$ cat config.mk
export PLATFORM = sky130hd
export DESIGN_NAME = coarse_ctrl_sequencer
export DESIGN_NICKNAME = d
export VERILOG_FILES = /design/src/rtl/coarse_ctrl_sequencer.sv
export SDC_FILE = /design/constraint.sdc
export NUM_CORES = 1
export LEC_CHECK = 0
export ABC_AREA = 0
export BUFFER_PORTS_ARGS = -buffer_cell sky130_fd_sc_hd__buf_2
export CORE_ASPECT_RATIO = 0.6
export CORE_MARGIN = 2
export CORE_UTILIZATION = 50
export DETAILED_ROUTE_END_ITERATION = 8
export GPL_ROUTABILITY_DRIVEN = 0
export PLACE_DENSITY = 0.75
export SLEW_MARGIN = 20
export SYNTH_ARGS = -nofsm -noshare
export SYNTH_HDL_FRONTEND = slang
export SYNTH_SLANG_ARGS = --single-unit
$ cat constraint.sdc
create_clock -name user_clk -period 2 [get_ports user_clk]
set_input_delay 0.5 -clock user_clk [delete_from_list [all_inputs] [get_ports user_clk]]
set_output_delay 0.5 -clock user_clk [all_outputs]
set_load 0.01 [all_outputs]
$ cat src/rtl/coarse_ctrl_sequencer.sv
// Coarse-delay load sequencer: filters the software control word, decodes its
// control edges and drives the coarse-delay stage with armed or immediate loads.
module coarse_ctrl_sequencer #(
  parameter int DELAY_W       = 16,
  parameter int MAX_DELAY     = 1023,
  parameter int STABLE_CYCLES = 3
) (
  input  logic               user_clk,
  input  logic               user_rst,
  input  logic [31:0]        ctrl_word,
  input  logic               sync_in,
  output logic [DELAY_W-1:0] delay_out,
  output logic               load_pulse,
  output logic               armed,
  output logic [15:0]        load_count,
  output logic               clamp_flag
);

  localparam int RUN_W = (STABLE_CYCLES < 2) ? 1 : $clog2(STABLE_CYCLES + 1);
  localparam logic [RUN_W-1:0]   RUN_MAX = RUN_W'(STABLE_CYCLES);
  localparam logic [DELAY_W-1:0] MAX_D   = DELAY_W'(MAX_DELAY);

  typedef enum logic [1:0] {
    ST_IDLE  = 2'd0,
    ST_ARMED = 2'd1,
    ST_LOAD  = 2'd2
  } state_t;

  state_t             state_r, state_next_s;
  logic [31:0]        sample_r, acc_r;
  logic [RUN_W-1:0]   run_r, run_next_s;
  logic [2:0]         prev_ctl_r;
  logic [DELAY_W-1:0] pending_r, req_s, req_eff_s;
  logic               accept_s, over_s, capture_s;
  logic               arm_rise_s, arm_fall_s, imm_rise_s, clr_rise_s;
  logic               held_arm_r, held_imm_r, arm_go_s, imm_go_s;

  // Run length of identical samples, saturating at the acceptance threshold
  always_comb begin
    run_next_s = RUN_W'(1);
    if (ctrl_word != sample_r) begin
      run_next_s = RUN_W'(1);
    end else if (run_r >= RUN_MAX) begin
      run_next_s = RUN_MAX;
    end else begin
      run_next_s = run_r + RUN_W'(1);
    end
    accept_s = (run_next_s == RUN_MAX);
  end

  // Stability filter and previous-control history for edge decode
  always_ff @(posedge user_clk) begin
    if (user_rst) begin
      sample_r   <= 32'd0;
      run_r      <= '0;
      acc_r      <= 32'd0;
      prev_ctl_r <= 3'd0;
    end else begin
      sample_r   <= ctrl_word;
      run_r      <= run_next_s;
      prev_ctl_r <= acc_r[18:16];
      if (accept_s) acc_r <= ctrl_word;
    end
  end

  assign arm_rise_s = acc_r[16] & ~prev_ctl_r[0];
  assign arm_fall_s = ~acc_r[16] & prev_ctl_r[0];
  assign imm_rise_s = acc_r[17] & ~prev_ctl_r[1];
  assign clr_rise_s = acc_r[18] & ~prev_ctl_r[2];
  assign arm_go_s   = arm_rise_s | held_arm_r;
  assign imm_go_s   = imm_rise_s | held_imm_r;

  // Clamp the requested delay; compare at full width so small DELAY_W stays safe
  always_comb begin
    req_s     = acc_r[DELAY_W-1:0];
    over_s    = ({{(32-DELAY_W){1'b0}}, req_s} > 32'(MAX_DELAY));
    req_eff_s = over_s ? MAX_D : req_s;
  end

  // Next-state decode; immediate beats arm, and an arm fall beats sync_in
  always_comb begin
    state_next_s = state_r;
    capture_s    = 1'b0;
    case (state_r)
      ST_IDLE: begin
        if (imm_go_s) begin
          capture_s    = 1'b1;
          state_next_s = ST_LOAD;
        end else if (arm_go_s) begin
          capture_s    = 1'b1;
          state_next_s = ST_ARMED;
        end else begin
          state_next_s = ST_IDLE;
        end
      end
      ST_ARMED: begin
        if (imm_rise_s) begin
          capture_s    = 1'b1;
          state_next_s = ST_LOAD;
        end else if (arm_fall_s) begin
          state_next_s = ST_IDLE;
        end else if (arm_rise_s) begin
          capture_s    = 1'b1;
          state_next_s = ST_ARMED;
        end else if (sync_in) begin
          state_next_s = ST_LOAD;
        end else begin
          state_next_s = ST_ARMED;
        end
      end
      ST_LOAD: state_next_s = ST_IDLE;
      default: state_next_s = ST_IDLE;
    endcase
  end

  // State, pending request, held edges and registered outputs
  always_ff @(posedge user_clk) begin
    if (user_rst) begin
      state_r    <= ST_IDLE;
      pending_r  <= '0;
      held_arm_r <= 1'b0;
      held_imm_r <= 1'b0;
      delay_out  <= '0;
      load_pulse <= 1'b0;
      armed      <= 1'b0;
      load_count <= 16'd0;
      clamp_flag <= 1'b0;
    end else begin
      state_r    <= state_next_s;
      held_arm_r <= (state_r == ST_LOAD) ? arm_rise_s : 1'b0;
      held_imm_r <= (state_r == ST_LOAD) ? imm_rise_s : 1'b0;
      load_pulse <= (state_r == ST_LOAD);
      armed      <= (state_next_s == ST_ARMED);
      if (capture_s) pending_r <= req_eff_s;
      if (state_r == ST_LOAD) delay_out <= pending_r;
      // Clear wins over both a same-cycle increment and a same-cycle clamp
      if (clr_rise_s) begin
        load_count <= 16'd0;
        clamp_flag <= 1'b0;
      end else begin
        if ((state_r == ST_LOAD) && (load_count != 16'hFFFF)) load_count <= load_count + 16'd1;
        if (capture_s && over_s) clamp_flag <= 1'b1;
      end
    end
  end

endmodule

Word-level counts from Yosys, hierarchy flattened
Cells that the tools add are included.

operators by class
  $add $sub $neg = 2
  $lt $le $gt $ge = 2
  equality and inequality tests = 6
  mux-type cells = 16
  bitwise logic cells = 11
  reductions and logical operators = 5

operator list
  cell                     number
  $ne A32 B32 Y1           1
  $add A16 B1 Y16 const B  1
  $gt A16 B10 Y1 const B   1
  $mux W16                 1
  $ne A16 B16 Y1 const B   1
  $mux W2                  7
  $mux W1                  6
  $not A1 Y1               5
  $and A1 B1 Y1            4
  $eq A2 B1 Y1 const B     2
  $eq A2 B2 Y1 const B     2
  $pmux W2 S2              1
  $reduce_or A2 Y1         2
  $add A2 B1 Y2 const B    1
  $ge A2 B2 Y1 const B     1
  $logic_and A1 B1 Y1      2
  $logic_not A2 Y1         1
  $or A1 B1 Y1             2
  $pmux W1 S2              1

storage, ports and cells
  register bits after elaboration = 111
  input port bits = 35
  output and inout port bits = 35
  logic and storage cells = 55

Logic depth before layout (Yosys ltp)
Gate-level depths: netlist of run 1.

  word-level depth = 7
  mapped depth = 6
  gate-level depth less buffers = 6

Worst setup path before layout of run 1
OpenSTA, ideal clock, no wires.

  path kind = in2reg
  start point = in ctrl_word[14]
  end point = reg acc_r[10]
  setup time = 0.121 ns
  arrival time = 1.841 ns
  required time = 1.879 ns
  path slack = 0.038 ns
  stages on the path = 6
  path through = xnor2_1 nand4_1 nor4_2 nand4_4 buf_6 mux2_4

on the way
  word-level cells in the longest chain between the ends = 3

RTL lines
  element               line  text
  from (decl)           10    input logic [31:0] ctrl_word,
  $ne A32 B32 Y1        41    if (ctrl_word != sample_r) begin
  $mux W2               41
  $eq A2 B2 Y1          48    accept_s = (run_next_s == RUN_MAX);
  to (signal assigned)  62    if (accept_s) acc_r <= ctrl_word;
  to (decl)             30    logic [31:0] sample_r, acc_r;

Every way passes these cells.
A chain may end at the register's enable or synchronous reset.

Worst setup path in the final report of run 1
  start point = reg sample_r[8]
  end point = reg acc_r[12]

on the way
  word-level cells in the longest chain between the ends = 3

RTL lines
  element                 line  text
  from (decl)             30
  from (signal assigned)  59    sample_r <= ctrl_word;
  $ne A32 B32 Y1          41
  $mux W2                 41
  $eq A2 B2 Y1            48

Every way passes these cells.

==> results.toml, run 1 <==
[critical_path]
crit_type = "reg2reg"
startpoint_type = "flip-flop"
cp_max_fo = 19
crit_required_ns = 2.24
crit_arrival_ns = 2.11
end_kind = "flip-flop"
ff2ff_setup_slack_ns = 0.13

[sta]
period_share_pct = 93.5
setup_viol = 0
rsz0062_at_grt = "no"
maxSlewViolCount = 0
slew-limit-headroom_pct = 58.9
fin_crit_ns = 1.87
worst_slack_ns = 0.130
finalHoldViolCount = 0
worstMarginPinSlew_ns = 0.616
finClkSkew_ns = 0.00660
max_freq_mhz = 535
fin_hold_ws_ns = 0.386

[finish]
drive_gt1_share_pct = 22.9
finalNetCount = 543
nFillCells = 717
area_growth_pct = 19.3
antenna_cells = 0
layout.cell_area.non_filler_um2 = 5080

[logic_synthesis]
yosysMostFrequentCell = "dfxtp_1"
yosysWarningCount = 0
seq_area_frac_synth_pct = 52.2
yosysTopAreaCell = "dfxtp_1"
synth_top_area_share_pct = 52.2
synth_edf_count = 0
synthCells = 434
yosys-top-cells-count = "dfxtp_1, nor2b_1, nor2_1, nand2_1, xnor2_1"
ys_ff_latch = 111
ys.flop_type = "dfxtp_1"
synthTopCellsByArea = "dfxtp_1, nor2b_1, xnor2_1"
avgSynthCellArea_um2 = 9.82
synth.distinct_cells = 37
synthArstFlopShare_pct = 0
synth_fp_nets = 470
synth_area_um2 = 4260

[power_and_ir_drop]
clkPwrFrac_pct = 41.7
p_total_mw = 4.23
ir_drop_mv = 0.492
switching_share_pct = 20.8
leakage_nw = 2.03
p_int_mw = 3.35
p_seq_share_pct = 53.5
power_density_nw_per_um2 = 832
p_switching_mw = 0.877
combPwrFrac_pct = 4.9

[floorplanning]
io_pins = 70
start_util_pct = 50.8
rows = 26
die_h_um = 75.5
die_w_um = 123
dieArea_um2 = 9300
coreArea_um2 = 8390

[route]
vias_per_cell = 5.02
wl_per_cell_um = 13.9
finalWirelength_um = 8690
drc = 0
dr_total_vias = 3132
ant_nets = 0
drt_iter0_markers = 186
dr.pass1.iters = 4

[clocking]
clock_path_buffers = 2
cts_root_buf = "clkbuf_16"
clock_latency_ns = 0.35
cts_tree = "done"
htreeDepth = 3
numCtsBuffers = 9
clock-sinks = 111
path_clk_slew_ns = 0.07
cts_hold_buf = 0

[grt]
overflow = 0
antenna_found_initial = 0
grt_max_degree = 30
grt_usage_pct = 20.2
grt_pass1_wl_um = 14300
grt_pass1_vias = 2975

[placed_design]
pre_cts_ws_ns = -0.196
post_dp_cell_area_um2 = 4770
dp_hpwl_um = 6250
io_buffer_count = 69

[status]
outcome = "completed"

[min_path]
hold_class = "in2reg"

[flow_run]
drv_cap = 0
routing by layer:
layer	wire, µm	up-vias	track usage, %
met1	4470	1464	27.4
li1	-	1592	-
met2	3650	63	30.4
met4	120	0	5.68
met5	0	-	0
met3	453	13	7.63
metrics by stage:
stage	utilization, %	setup TNS (ns)	instances
after floorplan	-	0	434
final	60.5	0	624
after detailed placement	56.9	-3.32	607
after CTS	60.4	0	623
after global routing	60.5	0	624
after global placement	56.9	-1.89	607
cells by family (layout without fill, tap and decap cells):
logic type,after synthesis,count (layout),synth area share (%)
simple gates,188,188,23.3
flops,111,111,52.2
xor+xnor,46,46,9.46
compound gates,45,45,6.46
buf+inv,23,101,2.20
mux,20,20,6.14
fa+ha+maj,1,1,0.294
path summary, 6_finish.rpt:
kind                                             start                      end  cells past startpoint
worst min-delay path                     ctrl_word[29]  sample_r[29]$_SDFF_PP0_                      2
worst max register to register  sample_r[8]$_SDFF_PP0_   acc_r[12]$_SDFFE_PP0N_                      7
worst max-delay path            sample_r[8]$_SDFF_PP0_   acc_r[12]$_SDFFE_PP0N_                      7
worst min register to register     run_r[0]$_SDFF_PP0_      run_r[0]$_SDFF_PP0_                      1
area by class of cell:
type	instances	area [µm²]	share of cell area [%]
Clock buffer	13	250	4.92
Clock inverter	3	42.5	0.837
Inverter	4	15.0	0.295
Multi-Input combinational cell	300	1950	38.4
Sequential cell	111	2220	43.7
Tap cell	112	140	2.76
Timing Repair Buffer	81	460	9.06
cells in the final DEF, fill, tap and decap left out, types with 4 or more instances in the layout:
cell type  Yosys  final
o21ai_0        5      4
nand2b_1       6      6
a21oi_1       19     19
xnor2_1       36     36
nand4_1       14     14
buf_4          0     10
dfxtp_1      111    111
inv_1          4      4
clkbuf_16      0      9
nor2_1        47     47
mux2_2         9      9
a211oi_1      11     11
nand2_1       40     40
nor2b_1       52     52
and2_1         7      7
mux2_4        10     10
xor2_1        10     10
buf_2          0     69
timing repair:
item	CTS	global route
resized for setup	0	2
buffers inserted	0	1
endpoints found under the setup margin	0	3
critical path, cell delays in order, from the launching register on:
cell and delay, ns:
dfxtp_1 0.31, xnor2_1 0.17, buf_4 0.16, nand4_1 0.10, nor4_2 0.38, nand4_4 0.14
buf_12 0.19, mux2_4 0.30
flip-flops by register name (all words and copies together) (netlist names), 2 cells and up:
name and cells:
delay_out 16, pending_r 16, sample_r 32, prev_ctl_r 3
acc_r 19, run_r 2, load_count 16, state_r 2
power by group through the flow:
stage          sequential [mW]  clock (mW)  combinational (mW)
2_1_floorplan             2.31           0               0.116
3_3_place_gp              2.31           0               0.201
3_5_place_dp              2.31           0               0.204
4_1_cts                   2.26        1.79               0.206
5_1_grt                   2.26        1.88               0.225
6_report                  2.26        1.76               0.205
Power figures use the tool's default switching activity.
==> inputs of run 2 (changes only) <==
--- a/config.mk
+++ b/config.mk
@@ -13,6 +13,7 @@
 export DETAILED_ROUTE_END_ITERATION = 8
 export GPL_ROUTABILITY_DRIVEN = 0
 export PLACE_DENSITY = 0.75
+export RECOVER_POWER = 50
 export SLEW_MARGIN = 20
 export SYNTH_ARGS = -nofsm -noshare
 export SYNTH_HDL_FRONTEND = slang
==> results.toml, run 2 (synthesis gave the netlist of run 1 again) <==
[floorplanning]
io_pins = 70
dieArea_um2 = 9300
coreArea_um2 = 8390
start_util_pct = 50.8
die_w_um = 123
die_h_um = 75.5
rows = 26

[route]
finalWirelength_um = 8670
vias_per_cell = 5.01
drc = 0
ant_nets = 0
dr_total_vias = 3124
dr.pass1.iters = 4
drt_iter0_markers = 169
wl_per_cell_um = 13.9

[sta]
finalHoldViolCount = 0
finClkSkew_ns = 0.00737
slew-limit-headroom_pct = 40.1
period_share_pct = 93.6
worst_slack_ns = 0.127
worstMarginPinSlew_ns = 0.899
fin_tns_setup_ns = 0
setup_viol = 0
rsz0062_at_grt = "no"
maxSlewViolCount = 0
max_freq_mhz = 534
fin_crit_ns = 1.87

[finish]
antenna_cells = 0
drive_gt1_share_pct = 19.1
post-route-util_pct = 60.2
final_common_cell = "dfxtp_1"
finalNetCount = 543
area_growth_pct = 18.5
regMostFlops = "sample_r"
top_regs = "sample_r x32, acc_r x19"
largest_reg_flops = 32
final_cell_mix = "dfxtp_1, nor2b_1, buf_2"

[grt]
antenna_found_initial = 0
grt_pass1_wl_um = 14300
overflow = 0
met3_usage_pct = 7.63
grt_max_degree = 30
grt-busiest-layer = "met2"
grt_usage_pct = 20.2
grt_pass1_vias = 2975
grt_use_met1_pct = 27.4
grtUsageMet2_pct = 30.4

[critical_path]
cp_max_fo = 19
end_kind = "flip-flop"
crit_arrival_ns = 2.12
crit_required_ns = 2.24
cp_slowest_stage_delay_ns = 0.38
cpMaxStageDelayCell = "nor4_2"
startpoint_type = "flip-flop"
crit_type = "reg2reg"
critPathBufInv = 2
crit_family = "simple AND/OR/NAND/NOR gates"
cp_cell_sequence = "xnor2_1 > buf_4 > nand4_1 > nor4_2 > nand4_4 > buf_12 > mux2_4"

[power_and_ir_drop]
ir_drop_mv = 0.494
leakage_nw = 1.95
power_density_nw_per_um2 = 836
p_total_mw = 4.22

[placed_design]
dp_hpwl_um = 6250
pre_cts_ws_ns = -0.196
io_buffer_count = 69

[clocking]
cts_root_buf = "clkbuf_16"
path_clk_slew_ns = 0.07
cts_tree = "done"
clock_latency_ns = 0.35
numCtsBuffers = 9
clock-sinks = 111
htreeDepth = 3
cts_hold_buf = 0
clock_path_buffers = 2

[flow_run]
drv_cap = 0

[min_path]
hold_class = "in2reg"

[status]
outcome = "completed"
-- run 2: cell count changes in the layout (fill, tap and decap cells not counted), sizes merged --
cell and change:
buf -20, clkbuf +20
-- run 2: power breakdown --
group          switching (mW)  total [mW]  internal, mW
logic                   0.104       0.202        0.0978
registers              0.0151        2.26          2.25
clock network           0.758        1.76          1.00
-- run 2: cell type report --
class	instances	area [µm²]
Clock buffer	13	250
Multi-Input combinational cell	300	1950
Inverter	4	15.0
Timing Repair Buffer	81	429
Fill cell	725	3340
Tap cell	112	140
Sequential cell	111	2220
Clock inverter	3	42.5
-- run 2: what timing repair did --
action | CTS | global route
resized for setup | 0 | 2
endpoints found under the setup margin | 0 | 3
buffers inserted | 0 | 1
-- run 2: per-layer routing --
metal | vias to the layer above | share of wire, % | wire, µm
li1 | 1593 | - | -
met1 | 1458 | 51 | 4410
met2 | 62 | 42 | 3680
met3 | 11 | 5.4 | 472
met4 | 0 | 1.2 | 106
met5 | - | 0 | 0
-- run 2: final timing paths --
check                              from                          to  slack [ns]  depth (start not counted)
max              sample_r[8]$_SDFF_PP0_      acc_r[12]$_SDFFE_PP0N_        0.13                          7
min                       ctrl_word[29]     sample_r[29]$_SDFF_PP0_        0.39                          2
max reg2reg      sample_r[8]$_SDFF_PP0_      acc_r[12]$_SDFFE_PP0N_        0.13                          7
min reg2reg  pending_r[13]$_SDFFE_PP0P_  delay_out[13]$_SDFFE_PP0P_        0.45                          2
-- run 2: metrics by stage --
stage / hold slack, ns / cells / area, µm²
3_5_place_dp: 0.440 / 607 / 4770
4_1_cts: 0.381 / 623 / 5070
5_1_grt: 0.389 / 624 / 5050
3_3_place_gp: 0.431 / 607 / 4770
2_1_floorplan: 0.422 / 434 / 4260
6_report: 0.386 / 624 / 5050
-- run 2: worst reg2reg max path, cell delays in order, from the launching register on --
cell and delay (ns):
dfxtp_1 0.31, xnor2_1 0.18, buf_4 0.16, nand4_1 0.10, nor4_2 0.38, nand4_4 0.15, buf_12 0.19, mux2_4 0.31
==> inputs of run 3 (changes only) <==
==> constraint.sdc (replaced) <==
create_clock -name user_clk -period 2 [get_ports user_clk]
set_input_delay 0.6 -clock user_clk [delete_from_list [all_inputs] [get_ports user_clk]]
set_output_delay 0.6 -clock user_clk [all_outputs]
set_load 0.01 [all_outputs]
==> results.toml, run 3 (synthesis gave the netlist of run 1 again) <==
[power_and_ir_drop]
power_density_nw_per_um2 = 808
ir_drop_mv = 0.443
leakage_nw = 1.99
p_total_mw = 4.12

[critical_path]
critPathBufInv = 2
end_kind = "flip-flop"
crit_required_ns = 2.23
crit_family = "simple AND/OR/NAND/NOR gates"
crit_type = "in2reg"
cp_slowest_stage_delay_ns = 0.38
cpMaxStageDelayCell = "nor4_4"
startpoint_type = "input pin"
cp_cell_sequence = "buf_2 > xnor2_2 > nand4_1 > nor4_4 > nand4_4 > buf_4 > mux2_4"
crit_arrival_ns = 2.04
cp_max_fo = 6

[placed_design]
post_dp_cell_area_um2 = 4840
dp.cells = 609
dp_hpwl_um = 6090
pre_cts_ws_ns = -0.203
io_buffer_count = 69

[grt]
grt_pass1_vias = 2930
grt_pass1_wl_um = 13800
grt-busiest-layer = "met2"
grt_max_degree = 33
grt_use_met1_pct = 26.0
met3_usage_pct = 6.14
overflow = 0
antenna_found_initial = 0
grt_usage_pct = 19.4
grtUsageMet2_pct = 30.5

[route]
drt_iter0_markers = 186
dr_total_vias = 3152
drc = 0
vias_per_cell = 5.04
wl_per_cell_um = 13.6
dr.pass1.iters = 4
finalWirelength_um = 8520
ant_nets = 0

[clocking]
clock-sinks = 111
cts_hold_buf = 0
numCtsBuffers = 9
cts_setup_buffers = 0
cts_tree = "done"
clock_path_buffers = 2
htreeDepth = 3
clock_latency_ns = 0.35
postCtsResizedCells = 0
path_clk_slew_ns = 0.07
cts_root_buf = "clkbuf_16"

[sta]
finClkSkew_ns = 0.00665
period_share_pct = 90.4
worstMarginPinSlew_ns = 0.928
worst_slack_ns = 0.191
fin_crit_ns = 1.81
max_freq_mhz = 553
fin_tns_setup_ns = 0
slew-limit-headroom_pct = 38.1
maxSlewViolCount = 0
fin_hold_ws_ns = 0.456
setup_viol = 0
finalHoldViolCount = 0
rsz0062_at_grt = "no"

[floorplanning]
start_util_pct = 50.8
dieArea_um2 = 9300
die_w_um = 123
rows = 26
io_pins = 70
coreArea_um2 = 8390
die_h_um = 75.5

[finish]
area_growth_pct = 19.6
largest_reg_flops = 32
post-route-util_pct = 60.7
antenna_cells = 0
regMostFlops = "sample_r"
final_common_cell = "dfxtp_1"
top_regs = "sample_r x32, acc_r x19"
drive_gt1_share_pct = 21.4
fin_cells = 625
finalNetCount = 544
final_cell_mix = "dfxtp_1, buf_2, nor2b_1"
layout.cell_area.non_filler_um2 = 5090

[status]
outcome = "completed"

[flow_run]
drv_cap = 0

[min_path]
hold_class = "reg2reg"
run 3: worst register-to-register path, cell delays in order, from the launching register on:
cell     delay, ns
dfxtp_1       0.36
xnor2_2       0.12
nand4_1       0.20
nor4_4        0.38
nand4_4       0.13
buf_4         0.20
mux2_4        0.30
run 3: worst paths after layout:
path / to / slack, ns / cells past startpoint / startpoint
worst max register to register: acc_r[15]$_SDFFE_PP0N_ / 0.21 / 6 / sample_r[6]$_SDFF_PP0_
worst min-delay path: delay_out[1]$_SDFFE_PP0P_ / 0.46 / 2 / pending_r[1]$_SDFFE_PP0P_
worst min register to register: delay_out[1]$_SDFFE_PP0P_ / 0.46 / 2 / pending_r[1]$_SDFFE_PP0P_
worst max-delay path: acc_r[15]$_SDFFE_PP0N_ / 0.19 / 7 / ctrl_word[30]
run 3: per-layer routing:
metal | share of wire, % | wire [µm] | vias up
met2 | 44 | 3730 | 62
met4 | 1.0 | 88 | 0
met1 | 50 | 4300 | 1481
met3 | 4.8 | 405 | 7
met5 | 0 | 0 | -
li1 | - | - | 1602
run 3: final cells by class:
| cell class | instances | area, µm² |
|---|---|---|
| clock buffer | 9 | 225 |
| clock inverter | 7 | 50.0 |
| fill | 720 | 3300 |
| inverter | 4 | 15.0 |
| multi-input combinational | 300 | 2000 |
| sequential | 111 | 2220 |
| tap | 112 | 140 |
| timing repair buffer | 82 | 445 |
run 3: power by group:
| group | internal [mW] | switching, mW |
|---|---|---|
| logic | 0.104 | 0.102 |
| clock network | 0.844 | 0.804 |
| registers | 2.24 | 0.0177 |
